### src/rtl/lsu_ctrl_if.sv
// Core-side request/response and data-memory bus bundle for lsu_ctrl.
// master: the controller's view. slave: the view of whatever surrounds it
// (the core's memory stage plus the data memory).
interface lsu_ctrl_if;
  // core request
  logic        req_valid;
  logic        req_ready;
  logic        req_we;
  logic [2:0]  req_funct3;
  logic [31:0] req_addr;
  logic [31:0] req_wdata;
  // core response
  logic        rsp_valid;
  logic        rsp_ready;
  logic [31:0] rsp_rdata;
  logic        rsp_err;
  // data memory bus
  logic        mem_req;
  logic        mem_gnt;
  logic        mem_we;
  logic [31:0] mem_addr;
  logic [3:0]  mem_be;
  logic [31:0] mem_wdata;
  logic        mem_rvalid;
  logic [31:0] mem_rdata;

  modport master (
    input  req_valid, req_we, req_funct3, req_addr, req_wdata,
    input  rsp_ready,
    input  mem_gnt, mem_rvalid, mem_rdata,
    output req_ready,
    output rsp_valid, rsp_rdata, rsp_err,
    output mem_req, mem_we, mem_addr, mem_be, mem_wdata
  );

  modport slave (
    output req_valid, req_we, req_funct3, req_addr, req_wdata,
    output rsp_ready,
    output mem_gnt, mem_rvalid, mem_rdata,
    input  req_ready,
    input  rsp_valid, rsp_rdata, rsp_err,
    input  mem_req, mem_we, mem_addr, mem_be, mem_wdata
  );
endinterface

### src/rtl/lsu_ctrl.sv
// Load/store sequencer: one access at a time, alignment/funct3 checking,
// byte-enable and store-lane generation, variable-latency bus handshake with
// timeout, and sign/zero-extended load return.
module lsu_ctrl #(
  parameter int unsigned TIMEOUT_CYC = 255   // 1..255 cycles in REQ+WAIT
) (
  input  logic       clk,
  input  logic       rst_n,
  lsu_ctrl_if.master bus
);

  typedef enum logic [1:0] {S_IDLE, S_REQ, S_WAIT, S_RESP} state_e;

  // Counter value seen in the last permitted REQ/WAIT cycle.
  localparam logic [7:0] CNT_LAST = 8'(TIMEOUT_CYC - 1);

  state_e      state_q, state_d;
  logic [7:0]  cnt_q, cnt_d;
  logic        we_q, we_d;
  logic [2:0]  f3_q, f3_d;
  logic [1:0]  off_q, off_d;
  logic        mem_we_q, mem_we_d;
  logic [31:0] mem_addr_q, mem_addr_d;
  logic [3:0]  mem_be_q, mem_be_d;
  logic [31:0] mem_wdata_q, mem_wdata_d;
  logic [31:0] rsp_rdata_q, rsp_rdata_d;
  logic        rsp_err_q, rsp_err_d;

  logic        legal, misal;
  logic [3:0]  be_new;
  logic [31:0] wdata_new;
  logic [31:0] lane, ld_data;

  // Decode the live request: legality, alignment, byte enables, store lanes.
  always_comb begin
    legal     = 1'b0;
    misal     = 1'b0;
    be_new    = 4'b1111;
    wdata_new = '0;
    case (bus.req_funct3)
      3'b000, 3'b001, 3'b010: legal = 1'b1;
      3'b100, 3'b101:         legal = !bus.req_we;
      default:                legal = 1'b0;
    endcase
    case (bus.req_funct3[1:0])
      2'b00: begin
        be_new = 4'b0001 << bus.req_addr[1:0];
        if (bus.req_we) wdata_new = {4{bus.req_wdata[7:0]}};
      end
      2'b01: begin
        misal  = bus.req_addr[0];
        be_new = 4'b0011 << {bus.req_addr[1], 1'b0};
        if (bus.req_we) wdata_new = {2{bus.req_wdata[15:0]}};
      end
      default: begin
        misal  = (bus.req_addr[1:0] != 2'b00);
        be_new = 4'b1111;
        if (bus.req_we) wdata_new = bus.req_wdata;
      end
    endcase
  end

  // Shift the addressed byte/halfword down to bit 0 and extend per funct3.
  always_comb begin
    lane = bus.mem_rdata >> {off_q, 3'b000};
    case (f3_q)
      3'b000:  ld_data = {{24{lane[7]}}, lane[7:0]};
      3'b001:  ld_data = {{16{lane[15]}}, lane[15:0]};
      3'b010:  ld_data = bus.mem_rdata;
      3'b100:  ld_data = {24'b0, lane[7:0]};
      3'b101:  ld_data = {16'b0, lane[15:0]};
      default: ld_data = '0;
    endcase
  end

  // Next-state and datapath capture. Completion is tested before the
  // timeout so a response arriving on the last allowed cycle is not an error.
  always_comb begin
    state_d     = state_q;
    cnt_d       = cnt_q;
    we_d        = we_q;
    f3_d        = f3_q;
    off_d       = off_q;
    mem_we_d    = mem_we_q;
    mem_addr_d  = mem_addr_q;
    mem_be_d    = mem_be_q;
    mem_wdata_d = mem_wdata_q;
    rsp_rdata_d = rsp_rdata_q;
    rsp_err_d   = rsp_err_q;
    case (state_q)
      S_IDLE: begin
        if (bus.req_valid) begin
          we_d  = bus.req_we;
          f3_d  = bus.req_funct3;
          off_d = bus.req_addr[1:0];
          if (!legal || misal) begin
            rsp_rdata_d = '0;
            rsp_err_d   = 1'b1;
            state_d     = S_RESP;
          end else begin
            mem_we_d    = bus.req_we;
            mem_addr_d  = {bus.req_addr[31:2], 2'b00};
            mem_be_d    = be_new;
            mem_wdata_d = wdata_new;
            cnt_d       = '0;
            state_d     = S_REQ;
          end
        end
      end
      S_REQ: begin
        if (bus.mem_gnt && we_q) begin
          rsp_rdata_d = '0;
          rsp_err_d   = 1'b0;
          state_d     = S_RESP;
        end else if (bus.mem_gnt && bus.mem_rvalid) begin
          rsp_rdata_d = ld_data;
          rsp_err_d   = 1'b0;
          state_d     = S_RESP;
        end else if (cnt_q == CNT_LAST) begin
          rsp_rdata_d = '0;
          rsp_err_d   = 1'b1;
          state_d     = S_RESP;
        end else begin
          cnt_d = cnt_q + 8'd1;
          if (bus.mem_gnt) state_d = S_WAIT;
        end
      end
      S_WAIT: begin
        if (bus.mem_rvalid) begin
          rsp_rdata_d = ld_data;
          rsp_err_d   = 1'b0;
          state_d     = S_RESP;
        end else if (cnt_q == CNT_LAST) begin
          rsp_rdata_d = '0;
          rsp_err_d   = 1'b1;
          state_d     = S_RESP;
        end else begin
          cnt_d = cnt_q + 8'd1;
        end
      end
      S_RESP: begin
        if (bus.rsp_ready) state_d = S_IDLE;
      end
      default: state_d = S_IDLE;
    endcase
  end

  // State and datapath registers; reset abandons any in-flight access.
  always_ff @(posedge clk) begin
    if (!rst_n) begin
      state_q     <= S_IDLE;
      cnt_q       <= '0;
      we_q        <= 1'b0;
      f3_q        <= '0;
      off_q       <= '0;
      mem_we_q    <= 1'b0;
      mem_addr_q  <= '0;
      mem_be_q    <= '0;
      mem_wdata_q <= '0;
      rsp_rdata_q <= '0;
      rsp_err_q   <= 1'b0;
    end else begin
      state_q     <= state_d;
      cnt_q       <= cnt_d;
      we_q        <= we_d;
      f3_q        <= f3_d;
      off_q       <= off_d;
      mem_we_q    <= mem_we_d;
      mem_addr_q  <= mem_addr_d;
      mem_be_q    <= mem_be_d;
      mem_wdata_q <= mem_wdata_d;
      rsp_rdata_q <= rsp_rdata_d;
      rsp_err_q   <= rsp_err_d;
    end
  end

  assign bus.req_ready = (state_q == S_IDLE);
  assign bus.rsp_valid = (state_q == S_RESP);
  assign bus.rsp_rdata = rsp_rdata_q;
  assign bus.rsp_err   = rsp_err_q;
  assign bus.mem_req   = (state_q == S_REQ);
  assign bus.mem_we    = mem_we_q;
  assign bus.mem_addr  = mem_addr_q;
  assign bus.mem_be    = mem_be_q;
  assign bus.mem_wdata = mem_wdata_q;

endmodule

### src/flat_wrapper.sv
// flat-port wrapper written by rule: the top's interface ports become plain ports
module lsu_ctrl_flat 
#(
  parameter int unsigned TIMEOUT_CYC = 255                               
)
  (clk, rst_n, bus_req_valid, bus_req_we, bus_req_funct3, bus_req_addr, bus_req_wdata, bus_rsp_ready, bus_mem_gnt, bus_mem_rvalid, bus_mem_rdata, bus_req_ready, bus_rsp_valid, bus_rsp_rdata, bus_rsp_err, bus_mem_req, bus_mem_we, bus_mem_addr, bus_mem_be, bus_mem_wdata);
  lsu_ctrl_if bus_i ();
  input  logic clk;
  input  logic rst_n;
  input wire logic [$bits(bus_i.req_valid)-1:0] bus_req_valid;
  input wire logic [$bits(bus_i.req_we)-1:0] bus_req_we;
  input wire logic [$bits(bus_i.req_funct3)-1:0] bus_req_funct3;
  input wire logic [$bits(bus_i.req_addr)-1:0] bus_req_addr;
  input wire logic [$bits(bus_i.req_wdata)-1:0] bus_req_wdata;
  input wire logic [$bits(bus_i.rsp_ready)-1:0] bus_rsp_ready;
  input wire logic [$bits(bus_i.mem_gnt)-1:0] bus_mem_gnt;
  input wire logic [$bits(bus_i.mem_rvalid)-1:0] bus_mem_rvalid;
  input wire logic [$bits(bus_i.mem_rdata)-1:0] bus_mem_rdata;
  output wire logic [$bits(bus_i.req_ready)-1:0] bus_req_ready;
  output wire logic [$bits(bus_i.rsp_valid)-1:0] bus_rsp_valid;
  output wire logic [$bits(bus_i.rsp_rdata)-1:0] bus_rsp_rdata;
  output wire logic [$bits(bus_i.rsp_err)-1:0] bus_rsp_err;
  output wire logic [$bits(bus_i.mem_req)-1:0] bus_mem_req;
  output wire logic [$bits(bus_i.mem_we)-1:0] bus_mem_we;
  output wire logic [$bits(bus_i.mem_addr)-1:0] bus_mem_addr;
  output wire logic [$bits(bus_i.mem_be)-1:0] bus_mem_be;
  output wire logic [$bits(bus_i.mem_wdata)-1:0] bus_mem_wdata;
  assign bus_i.req_valid = bus_req_valid;
  assign bus_i.req_we = bus_req_we;
  assign bus_i.req_funct3 = bus_req_funct3;
  assign bus_i.req_addr = bus_req_addr;
  assign bus_i.req_wdata = bus_req_wdata;
  assign bus_i.rsp_ready = bus_rsp_ready;
  assign bus_i.mem_gnt = bus_mem_gnt;
  assign bus_i.mem_rvalid = bus_mem_rvalid;
  assign bus_i.mem_rdata = bus_mem_rdata;
  assign bus_req_ready = bus_i.req_ready;
  assign bus_rsp_valid = bus_i.rsp_valid;
  assign bus_rsp_rdata = bus_i.rsp_rdata;
  assign bus_rsp_err = bus_i.rsp_err;
  assign bus_mem_req = bus_i.mem_req;
  assign bus_mem_we = bus_i.mem_we;
  assign bus_mem_addr = bus_i.mem_addr;
  assign bus_mem_be = bus_i.mem_be;
  assign bus_mem_wdata = bus_i.mem_wdata;
  lsu_ctrl #(.TIMEOUT_CYC(TIMEOUT_CYC)) u_core (.clk(clk), .rst_n(rst_n), .bus(bus_i));
endmodule
### config.mk
export PLATFORM = sky130hd
export DESIGN_NAME = lsu_ctrl_flat
export DESIGN_NICKNAME = d
export VERILOG_FILES = /design/src/rtl/lsu_ctrl_if.sv /design/src/rtl/lsu_ctrl.sv /design/src/flat_wrapper.sv
export SDC_FILE = /design/constraint.sdc
export NUM_CORES = 1
export LEC_CHECK = 0
export CAP_MARGIN = 20
export CORE_UTILIZATION = 45
export CTS_CLUSTER_SIZE = 12
export DETAILED_ROUTE_END_ITERATION = 8
export PLACE_DENSITY = 0.83
export SLEW_MARGIN = 5
export SYNTH_ARGS = -nofsm -noshare
export SYNTH_HDL_FRONTEND = slang
export SYNTH_SLANG_ARGS = --single-unit
### constraint.sdc
create_clock -name clk -period 2.8 [get_ports clk]
set_input_delay 0.28 -clock clk [delete_from_list [all_inputs] [get_ports clk]]
set_output_delay 0.28 -clock clk [all_outputs]
set_load 0.02 [all_outputs]
==> results_dict.tcl, run 1 <==
set metrics [dict create \
    status "finished, final reports clean" \
    post-route-period-util 0.842 \
    setup-tns-final_ps 0 \
    synth_top_area_frac 0.437 \
    hold_path_depth 3 \
    cap_violations 0 \
    p_per_area_nw_per_um2 762 \
    grt_max_degree 72 \
    synthToLayoutAreaGrowth_pct 53.4 \
    slew_violations 0 \
    ys_ff_latch 116 \
    pin_count 211 \
    grt_pass1_wl_um 28200 \
    synthAdderAreaFrac 0.0141 \
    synth-xor-area-share 0 \
    max_freq_mhz 424 \
    grt.total_usage 0.290 \
    rsz0062_at_grt "false" \
    cts_tree "built" \
    yosysSeqAreaShare 0.437 \
    synth_compound_area_frac 0.242 \
    final_hold_viol_count 0 \
    holdBufCountCts 0 \
    synth_flop_cell "dfxtp_1" \
    finalPower_mw 6.21 \
    place_area_sq_um 7510 \
    whs_ps 410 \
    ys_types 48 \
    worstSetupEndpointType "register" \
    cp.required_ps 3160 \
    yosys-top-cells-area "dfxtp_1 44%, nand2_1 8.3%, a21oi_1 6.3%, a22o_1 5.3%, mux2_2 3.2%" \
    dieArea_sq_um 12200 \
    core_area_sq_um 11500 \
    switchingPower_mw 1.99 \
    drtIter0Drc 540 \
    die_h_um 111 \
    startpoint_type "register" \
    io_buffer_count 208 \
    synth-edff-count 0 \
    avgSynthCellArea_sq_um 8.38 \
    nets 940 \
    cts_resized 0 \
    ant_nets 0 \
    slew_headroom 0.510 \
    dp_hpwl_um 12400 \
    path_max_fanout 32 \
    start_util 0.463 \
    grt_pass1_vias 5520 \
    yosys.area_share.simple 0.192 \
    clkPwrFrac 0.376 \
    finClkSkew_ps 6.83 \
    drcViolationCount 0 \
    swShare 0.320 \
    async_reset_ff_frac 0 \
    cts.clk_slew.worst_paths_ps 50 \
    gp_congestion 0.881 \
    ctsHtreeMaxLevel 4 \
    wirelength_um 17500 \
    overflow 0 \
    max-clock-path-buffers 2 \
    num_vias 5665 \
    cts-root-buf "clkbuf_16" \
    cts_buffers 17 \
    wl_per_cell_um 17.9 \
    synth_top_family_by_area "compound AO/OA/AOI/OAI gates" \
    worstSkewPairLatency_ps 410 \
    antenna_found_initial 0 \
    clock-sinks 116 \
    avgViaCountPerCell 5.76 \
    design_area_sq_um 8150 \
    firstDrtPassIters 6 \
    holdCritPathClass "primary input to register" \
    diodes 0 \
    fin_crit_ps 2360 \
    sequentialPowerShare 0.311 \
    power_frac_comb 0.312 \
    rows 39 \
    synthMuxAreaShare 0.0666 \
    reg2regPathDepth 7 \
    ys_warn_count 0 \
    fp.dieW_um 111 \
    synth_cells 634 \
    worstSetupPathType "register to register" \
    leakage_nw 3.07 \
    yosysTopAreaCell "dfxtp_1" \
    internal-power_mw 4.22 \
    worst_pin_slew_ps 736 \
    vdd_ir_drop_max_mv 0.579 \
    arrival_ps 2710 \
    syn-cell-area_sq_um 5310 \
    setup_viol_count_final 0 \
    post_cts_buffers 0 \
    layout-drive-gt1-share 0.0845 \
]
==> power by group through the flow <==
stage | Combinational, mW | Clock (mW) | Sequential (mW)
after floorplan | 1.05 | 0 | 2.08
after global routing | 2.09 | 2.43 | 1.96
after detailed placement | 1.91 | 0 | 1.97
after CTS | 1.93 | 2.35 | 1.93
after global placement | 1.86 | 0 | 1.95
final | 1.94 | 2.34 | 1.93
==> path summary, 6_finish.rpt <==
kind | start | to | slack, ps
worst max-delay path | u_core.state_q[0] | u_core.bus.rsp_rdata[7] | 440
worst min-delay path | bus_req_addr[26] | u_core.bus.mem_addr[26] | 410
worst max register to register | u_core.state_q[0] | u_core.bus.rsp_rdata[7] | 440
worst min register to register | u_core.bus.mem_wdata[5] | u_core.bus.mem_wdata[5] | 450
==> through the flow <==
step / worst slack (ps) / util / std cells
4_1_cts: 457 / 0.711 / 983
3_5_place_dp: 210 / 0.655 / 952
3_3_place_gp: 220 / 0.655 / 952
2_1_floorplan: 788 / - / 635
6_report: 443 / 0.711 / 983
5_1_grt: 324 / 0.711 / 983
==> flip-flops by register name, indices dropped and copies added (netlist names) <==
register and count:
u_core.bus.mem_we 1, u_core.off_q 2, u_core.bus.mem_be 4, u_core.bus.mem_addr 30
u_core.state_q 2, u_core.we_q 1, u_core.bus.mem_wdata 32, u_core.bus.rsp_err 1
u_core.bus.rsp_rdata 32, u_core.f3_q 3, u_core.cnt_q 8
==> routing by layer <==
metal	global-route usage	wire length, um
met4	0.125	530
met5	0	0
met3	0.0984	1660
met2	0.491	8500
met1	0.333	6850
==> placed cells by master (no fill, tap or decap), types with 3 or more instances in the layout <==
master           instances
nor2b_1                  6
a222oi_1                 7
mux2_2                  15
bufinv_16                4
a21oi_1                 67
mux2i_1                 14
a311oi_1                 3
buf_4                   13
nand2b_1                 3
nand3_1                 26
a32oi_1                  3
o211ai_1                 4
o21ai_0                 16
and2_1                   6
a22o_1                  32
a211oi_1                20
ha_1                     6
nor3_1                  20
clkbuf_8                 4
clkinvlp_4               3
o22ai_1                  3
nand2_1                117
clkdlybuf4s50_1        208
clkbuf_16               17
inv_1                   11
dfxtp_1                116
nor2_1                  40
a21o_1                  20
==> logic make-up after synthesis <==
logic type               count (synthesis)
AO/OA/AOI/OAI                          188
multiplexers                            31
AND/OR/NAND/NOR                        231
flip-flops                             116
buffers and inverters                   61
other                                    1
adder cells (fa/ha/maj)                  6
==> Yosys cell counts (3+ instances only) <==
cell type and instances:
a211oi_1 20, a21o_1 20, a21oi_1 67, a222oi_1 7, a22o_1 32, a311oi_1 3, a32oi_1 3, and2_1 6
buf_1 3, buf_2 13, clkbuf_1 31, dfxtp_1 116, ha_1 6, inv_1 12, mux2_2 15, mux2i_1 14
nand2_1 118, nand2b_1 3, nand3_1 26, nor2_1 40, nor2b_1 6, nor3_1 20, o211ai_1 4, o21ai_0 16
o22ai_1 3
==> worst max-delay path, cell delays in order, from the launching register on <==
cell and delay (ps):
dfxtp_1 380, inv_1 100, ha_1 460, and2_1 230, and4b_1 200, o221a_2 610
nor2b_1 220, a21o_1 90
==> final cells by class <==
type,count,area (sq um)
Fill cell,837,3320
Tap cell,143,179
Clock buffer,23,488
Clock inverter,8,148
Timing Repair Buffer,223,2220
Inverter,12,45.0
Sequential cell,116,2320
Multi-Input combinational cell,458,2750
(Power assumes the default switching activity.)
==> run 2: changes to the inputs <==
Settings changed: CORE_UTILIZATION 45 to 40, PLACE_DENSITY 0.83 to 0.78.
Clock period 2.8 ns to 2 ns, I/O delays scaled along.
==> run 2 against run 1 <==
Against the previous run: sequential power grew 40%; global-route usage shrank 1.8 points; register-to-register slack lost 360 ps; core utilization shrank 3.5 points; worst hold slack lost 83 ps; maximum frequency grew 23%; non-clock buffer count grew 40; critical path depth grew 2.
==> results_dict.tcl, run 2 (synthesis gave the netlist of run 1 again) <==
set metrics [dict create \
    avgViaCountPerCell 5.46 \
    rows 41 \
    met1_usage 0.286 \
    io_buffer_count 208 \
    antenna_found_initial 0 \
    max_freq_mhz 523 \
    fp.dieW_um 117 \
    layout-drive-gt1-share 0.134 \
    status "finished, final reports clean" \
    grt_pass1_vias 5851 \
    grt_max_degree 33 \
    max-clock-path-buffers 2 \
    cap_violations 0 \
    final_cells 1053 \
    design_area_sq_um 8630 \
    dp.cells 1019 \
    startpoint "u_core.state_q[1]" \
    core_area_sq_um 12800 \
    overflow 0 \
    grt.total_usage 0.272 \
    worstSetupPathType "register to register" \
    dp_hpwl_um 13400 \
    ant_nets 0 \
    slew_headroom 0.531 \
    num_vias 5754 \
    grt_pass1_wl_um 28600 \
    startpoint_type "register" \
    setup_viol_count_final 0 \
    top_usage_layer "met2" \
    post-route-period-util 0.956 \
    r2r-end "u_core.bus.rsp_rdata[16]" \
    arrival_ps 2270 \
    firstDrtPassIters 7 \
    worstSkewPairLatency_ps 420 \
    finClkSkew_ps 7.96 \
    drtIter0Drc 553 \
    wl_per_cell_um 17.4 \
    cts_buffers 17 \
    r2r_start "u_core.state_q[1]" \
    pin_count 211 \
    cts-root-buf "clkbuf_16" \
    path_max_fanout 32 \
    worst_pin_slew_ps 701 \
    critPathCapture "u_core.bus.rsp_rdata[16]" \
    gp_congestion 0.859 \
    cts_tree "built" \
    rrSetupSlack_ps 90 \
    nets 980 \
    drcViolationCount 0 \
    wirelength_um 18300 \
    slew_violations 0 \
    cts.clk_slew.worst_paths_ps 50 \
    clock-sinks 116 \
    cp.required_ps 2360 \
    diodes 0 \
    final_cell_mix "206 x clkdlybuf4s50_1, 117 x nand2_1, 115 x dfxtp_1" \
    p_per_area_nw_per_um2 1060 \
    worstSetupEndpointType "register" \
    reg2regPathDepth 9 \
    ctsHtreeMaxLevel 4 \
    final_common_cell "clkdlybuf4s50_1" \
    final_hold_viol_count 0 \
    dieArea_sq_um 13700 \
    whs_ps 327 \
    fin_crit_ps 1910 \
    place_area_sq_um 7940 \
    use_met2 0.471 \
    synthToLayoutAreaGrowth_pct 62.3 \
    vdd_ir_drop_max_mv 0.803 \
    finalPower_mw 9.12 \
    leakage_nw 3.33 \
    die_h_um 117 \
    start_util 0.416 \
    holdCritPathClass "primary input to register" \
    grt_util_met3 0.104 \
]
==> run 2: critical path: stages, from the launching register on <==
cell     delay [ps]
dfxtp_2         340
inv_1            80
ha_1            250
buf_4           160
inv_1            60
nor3_1          260
o21ai_1         120
o21ai_2         190
buf_12          210
a22o_1          170
==> run 2: power by group <==
| group | leakage, nW | switching [mW] | internal, mW |
|---|---|---|---|
| Combinational | 2.08 | 1.66 | 1.44 |
| Sequential | 0.941 | 0.158 | 2.54 |
| Clock | 0.314 | 1.06 | 2.27 |
==> run 2: stage by stage <==
stage	worst slack [ps]	setup TNS (ps)	util
2_1_floorplan	43.3	0	-
3_3_place_gp	-235	-18770	0.621
3_5_place_dp	-372	-24420	0.621
4_1_cts	37.5	0	0.673
5_1_grt	-13.8	-111	0.675
6_report	87.2	0	0.675
==> run 2: cell type report <==
cell class	count	area (sq um)
fillers	950	4150
multi-input cells	458	2780
repair buffers	263	2620
flip-flops and latches	116	2320
clock buffers	22	464
well taps	172	215
clock inverters	10	178
inverters	12	45.0
==> run 2: worst min-delay path by stage <==
stage / startpoint / to / slack [ps] / depth (start not counted)
2_1_floorplan: bus_req_funct3[2] / u_core.f3_q[2] / 340 / 2
3_3_place_gp: u_core.bus.rsp_rdata[7] / u_core.bus.rsp_rdata[7] / 440 / 1
3_5_place_dp: u_core.bus.mem_wdata[0] / u_core.bus.mem_wdata[0] / 450 / 2
4_1_cts: bus_req_addr[2] / u_core.bus.mem_addr[2] / 320 / 3
5_1_grt: bus_req_addr[17] / u_core.bus.mem_addr[17] / 330 / 3
6_report: bus_req_addr[17] / u_core.bus.mem_addr[17] / 330 / 3
==> run 2: layer usage <==
| layer | up-vias | wire length [um] |
|---|---|---|
| met1 | 2717 | 6900 |
| li1 | 2734 | - |
| met5 | - | 0 |
| met2 | 256 | 8870 |
| met4 | 0 | 643 |
| met3 | 47 | 1860 |
==> run 2: repair_timing <==
action / CTS / global route
resized for setup: 6 / 5
endpoints found under the setup margin: 13 / 43
hold endpoints to repair: 0 / 0
hold buffers: 0 / 0
setup buffers: 0 / 2
pin swaps: 0 / 2
cloned: 0 / 0
